$ cat src/rtl/jtdsp16_cache.sv
// jtdsp16_cache: loop instruction cache for DSP16 `do K` / `redo K`.
// The first pass of a `do` loop runs from ROM while each completed
// instruction word is captured. Later iterations replay the captured body
// from local storage while the ROM program counter is held.
//
// Strobe semantics: do_en, redo_en and inst_done are single-cycle
// qualifiers sampled only on a rising clk edge with cen=1. There is no
// back-pressure: a strobe that arrives while the block cannot act on it
// (busy, illegal combination, zero count) is dropped without side effects.
module jtdsp16_cache #(
   parameter int NMAX = 15,
   parameter int KW   = 7
) (
   input  logic          clk,
   input  logic          rst,
   input  logic          cen,
   input  logic          do_en,
   input  logic          redo_en,
   input  logic [3:0]    ni,
   input  logic [KW-1:0] k,
   input  logic          inst_done,
   input  logic [15:0]   rom_dout,
   output logic [15:0]   cache_dout,
   output logic          cache_sel,
   output logic          pc_halt,
   output logic          no_irq,
   output logic          busy,
   output logic          cache_valid
);

   typedef enum logic [1:0] {
      IDLE   = 2'd0,
      LOAD   = 2'd1,
      REPLAY = 2'd2
   } state_t;

   state_t          state;
   logic [3:0]      idx;
   logic [3:0]      nreg;
   logic [KW-1:0]   iter;
   logic [15:0]     mem [0:NMAX-1];

   logic            last_inst;
   logic            do_ok;
   logic            redo_ok;

   // Last instruction of the body: this inst_done closes one iteration.
   assign last_inst = idx == (nreg - 4'd1);

   // Legal loop starts. Simultaneous do/redo is an illegal decode and
   // is rejected, as are zero instruction or iteration counts.
   assign do_ok   = do_en && !redo_en && (ni != 4'd0) && (k != '0);
   assign redo_ok = redo_en && !do_en && cache_valid && (k != '0);

   // Replay word is read combinationally so it is valid in the very
   // cycle the state becomes REPLAY; it reads as zero elsewhere.
   assign cache_dout = (state == REPLAY) ? mem[idx] : 16'd0;

   // Body capture during the ROM pass. Contents need no reset because
   // cache_valid gates every later use.
   always_ff @(posedge clk) begin
      if (cen && state == LOAD && inst_done) begin
         mem[idx] <= rom_dout;
      end
   end

   // Loop sequencer with registered decoder/XAAU control outputs.
   always_ff @(posedge clk or posedge rst) begin
      if (rst) begin
         state       <= IDLE;
         idx         <= 4'd0;
         iter        <= '0;
         nreg        <= 4'd0;
         cache_valid <= 1'b0;
         cache_sel   <= 1'b0;
         pc_halt     <= 1'b0;
         no_irq      <= 1'b0;
         busy        <= 1'b0;
      end else if (cen) begin
         case (state)
            IDLE: begin
               if (do_ok) begin
                  // k=1 gives iter=0: a single ROM pass with no replay.
                  nreg        <= ni;
                  idx         <= 4'd0;
                  iter        <= k - KW'(1);
                  cache_valid <= 1'b0;
                  state       <= LOAD;
                  busy        <= 1'b1;
                  no_irq      <= 1'b1;
                  cache_sel   <= 1'b0;
                  pc_halt     <= 1'b0;
               end else if (redo_ok) begin
                  // All K iterations of a redo come from the cache.
                  iter      <= k;
                  idx       <= 4'd0;
                  state     <= REPLAY;
                  busy      <= 1'b1;
                  no_irq    <= 1'b1;
                  cache_sel <= 1'b1;
                  pc_halt   <= 1'b1;
               end
            end

            LOAD: begin
               if (inst_done) begin
                  if (last_inst) begin
                     // PC is already past the body; body is now reusable.
                     cache_valid <= 1'b1;
                     idx         <= 4'd0;
                     if (iter == '0) begin
                        state  <= IDLE;
                        busy   <= 1'b0;
                        no_irq <= 1'b0;
                     end else begin
                        state     <= REPLAY;
                        cache_sel <= 1'b1;
                        pc_halt   <= 1'b1;
                     end
                  end else begin
                     idx <= idx + 4'd1;
                  end
               end
            end

            REPLAY: begin
               if (inst_done) begin
                  if (last_inst) begin
                     idx  <= 4'd0;
                     iter <= iter - KW'(1);
                     if (iter == KW'(1)) begin
                        state     <= IDLE;
                        busy      <= 1'b0;
                        no_irq    <= 1'b0;
                        cache_sel <= 1'b0;
                        pc_halt   <= 1'b0;
                     end
                  end else begin
                     idx <= idx + 4'd1;
                  end
               end
            end

            default: begin
               state     <= IDLE;
               busy      <= 1'b0;
               no_irq    <= 1'b0;
               cache_sel <= 1'b0;
               pc_halt   <= 1'b0;
            end
         endcase
      end
   end

endmodule

$ cat config.mk
export PLATFORM = sky130hd
export DESIGN_NAME = jtdsp16_cache
export DESIGN_NICKNAME = d
export VERILOG_FILES = /design/src/rtl/jtdsp16_cache.sv
export SDC_FILE = /design/constraint.sdc
export NUM_CORES = 1
export LEC_CHECK = 0
export ABC_CLOCK_PERIOD_IN_PS = 3100
export BUFFER_PORTS_ARGS = -buffer_cell sky130_fd_sc_hd__buf_2
export CORE_MARGIN = 8
export CORE_UTILIZATION = 55
export CTS_CLUSTER_SIZE = 8
export DETAILED_ROUTE_END_ITERATION = 7
export PLACE_DENSITY_LB_ADDON = 0.08
export SLEW_MARGIN = 25
export SYNTH_ARGS = -nofsm -noshare
export SYNTH_HDL_FRONTEND = slang
export SYNTH_SLANG_ARGS = --single-unit
$ cat constraint.sdc
create_clock -name clk -period 3.1 [get_ports clk]
set_input_delay 0.31 -clock clk [delete_from_list [all_inputs] [get_ports clk]]
set_output_delay 0.31 -clock clk [all_outputs]
set_load 0.01 [all_outputs]
==> impl_metrics.py <==
metrics = {
    "floorplan": {
        "ios": 54,
        "die_w_um": 156,
        "core_area_um2": 19400,
        "num_rows": 51,
        "die-area_um2": 24500,
        "fp.dieH_um": 156,
        "initial_core_util_pct": 55.9,
    },
    "synthesis": {
        "syn-cell-area_um2": 10800,
        "yosysTopAreaCellShare_pct": 66.5,
        "syn_inst": 600,
        "synthArstFlopShare_pct": 7.69,
        "synthTopCellsByArea": "edfxtp_1, mux4_2, dfrtp_1",
        "synth_xor_xnor_area_share_pct": 0.866,
        "syn_area_per_cell_um2": 18.1,
        "synth_top_family_by_area": "multiplexers",
        "yosys.area_share.simple_pct": 5.55,
        "synth_mux_area_share_pct": 14.9,
        "ys_ff_latch": 260,
        "ys.flop_type": "edfxtp_1",
        "seq_area_frac_synth_pct": 71.1,
        "syn-num-nets": 645,
        "synthAdderAreaFrac_pct": 1.39,
        "ys_types": 53,
        "synth_warnings": 0,
        "yosysTopAreaCell": "edfxtp_1",
        "synth_compound_area_share_pct": 4.27,
        "synth-edff-count": 240,
    },
    "cells_and_area": {
        "syn_to_final_growth_pct": 18.0,
        "mostFrequentLayoutCells": "edfxtp_1, mux4_2, buf_2",
        "antenna_cells": 0,
        "nNetsFinal": 740,
        "fill_cells": 1348,
        "layout_commonest_cell": "edfxtp_1",
        "final_util_pct": 65.9,
        "layout-drive-gt1-share_pct": 31.2,
        "final_area_um2": 12800,
    },
    "routing": {
        "viasPerCell": 5.95,
        "wl_mm": 23.1,
        "vias": 5811,
        "drt-wirelength-per-cell_um": 23.6,
        "drc": 0,
        "drt-initial-drc-count": 448,
        "ant_nets": 0,
        "firstDrtPassIters": 4,
    },
    "timing": {
        "period_needed_ps": 2980,
        "setup_violations": 0,
        "timing.fmax_ghz": 0.336,
        "finalCritPeriodShare_pct": 96.1,
        "slew_headroom_pct": 46.0,
        "worst_hold_slack_ps": 50.3,
        "rsz0062_at_grt": "no",
        "hold_viol": 0,
        "maxSlewViolCount": 0,
        "skew_ps": 12.1,
        "tns_ps": 0,
        "tightest_slew_ps": 809,
    },
    "global_route": {
        "grt_max_degree": 44,
        "grt_pass1_wl_mm": 35.9,
        "grt_use_met2_pct": 31.5,
        "overflow": 0,
        "met3_usage_pct": 3.94,
        "top_usage_layer": "met2",
        "grt.total_usage_pct": 19.6,
        "grt.met1_usage_pct": 26.6,
        "antenna_found_initial": 0,
        "grt_pass1_vias": 6029,
    },
    "worst_setup_path": {
        "max_stage_delay_ps": 590,
        "crit_top_cell": "mux4_2",
        "critPathCaptureType": "primary output",
        "cp_top_family": "multiplexers",
        "worstPathRequired_ps": 2790,
        "worst_path_max_delay_cell": "dfrtp_4",
        "crit_fanout": 21,
        "start_kind": "flip-flop",
        "path_cells": "buf_12, mux4_2, mux4_2, and2_1, buf_2",
        "cp_data_arrival_time_ps": 2670,
        "timing.reg2reg.setup_slack_ps": 450,
        "crit_buf_inv": 2,
        "crit_type": "flip-flop to primary output",
    },
    "placed_design": {
        "place_area_um2": 11700,
        "port_buffers": 53,
        "hpwl_mm": 14.2,
        "place.gp.congestion": 0.789,
    },
    "cts": {
        "numCtsBuffers": 38,
        "clk_pin_slew_worst_paths_ps": 50,
        "root_buffer": "clkbuf_16",
        "cts_sinks": 260,
        "insertion_delay_ps": 510,
        "cts_tree": "yes",
        "ctsHtreeMaxLevel": 2,
        "cts_buffer_depth": 3,
    },
    "hold_path": {
        "hold_class": "primary input to flip-flop",
    },
    "power": {
        "ir_worst_vdd_mv": 0.652,
        "powerDensity_nw_per_um2": 852,
        "leakage_nw": 4.37,
    },
    "outcome": {
        "status": "completed",
    },
    "run": {
        "cap_viol_max_count": 0,
    },
}
[cells in the mapped netlist (2+ instances only)]
cell and number:
dfrtp_1 20, nor2_1 19, buf_1 3, ha_1 12, o21ai_0 24, buf_2 8, mux2i_1 24, xor2_1 3
a21oi_1 7, a21oi_2 2, nor4_1 4, nand3_1 7, a31o_2 2, clkbuf_1 18, nand2_1 40, nor3b_2 2
mux4_2 58, and3_1 4, nor2b_1 8, xnor2_1 5, a22oi_1 2, buf_4 3, a211oi_1 12, nand4_1 2
nand3b_1 3, a31oi_1 3, inv_1 14, a22o_1 5, mux2_2 5, nand2b_1 2, nor3_1 6, o211ai_1 2
and2_1 11, edfxtp_1 240, o21ai_1 2
[layout make-up]
class | count | area [µm²] | share of cell area (%)
timing repair buffer | 88 | 631 | 4.93
clock inverter | 3 | 58.8 | 0.460
sequential | 260 | 7720 | 60.4
multi-input combinational | 293 | 2970 | 23.2
clock buffer | 53 | 1030 | 8.04
inverter | 14 | 52.6 | 0.411
tap | 265 | 332 | 2.59
[state kept, by name, indices dropped and copies added (netlist names)]
name and count:
mem 240, iter 7, idx 4, nreg 4
state 2, busy 1, cache_valid 1, pc_halt 1
[power by group]
group | total (W) | switching [W] | internal [W] | leakage, nW
Clock | 0.00375 | 0.00138 | 0.00237 | 0.526
Sequential | 0.00426 | 0.000270 | 0.00399 | 2.40
Combinational | 0.00289 | 0.00147 | 0.00143 | 1.44
Total | 0.0109 | 0.00312 | 0.00778 | 4.37
[metrics by stage]
step | power [W] | instances | worst slack [ps]
6_report | 0.0109 | 976 | 121
4_1_cts | 0.0110 | 976 | 58.3
5_1_grt | 0.0114 | 976 | 9.64
2_1_floorplan | 0.00640 | 600 | 263
3_5_place_dp | 0.00724 | 919 | 554
3_3_place_gp | 0.00721 | 919 | 649
[final timing paths]
check                          from             end  depth (start not counted)
min in group asynchronous       rst         nreg[1]                          3
max in group asynchronous       rst          idx[0]                          3
max                          idx[0]  cache_dout[11]                          5
max reg2reg                state[1]       mem[2][8]                          6
min reg2reg                 iter[6]         iter[6]                          1
min                           ni[3]         nreg[3]                          2
[cells by family (layout without fill, tap and decap cells)]
| kind of cell | Yosys count | in the layout |
|---|---|---|
| DFF | 260 | 260 |
| adders and majority gates | 12 | 12 |
| muxes | 88 | 88 |
| and+or+nand+nor | 115 | 115 |
| xor gates and xnor gates | 9 | 9 |
| AOI/OAI and AO/OA | 69 | 69 |
| buffers and inverters | 47 | 158 |
[per-layer routing]
metal  vias to the layer above  routed length (µm)
met4                         0                 459
met1                      3015               10100
met2                       172               11300
li1                       2585                   -
met5                         -                   0
met3                        39                1170
[what timing repair did]
| item | 4_1_cts | 5_1_grt |
|---|---|---|
| hold buffers | 1 | 0 |
| setup endpoints to repair | 0 | 1 |
| hold endpoints to repair | 20 | 0 |
| resized for setup | 0 | 1 |
| buffers inserted | 0 | 0 |
Note: power is estimated with default switching activity, not from simulation.
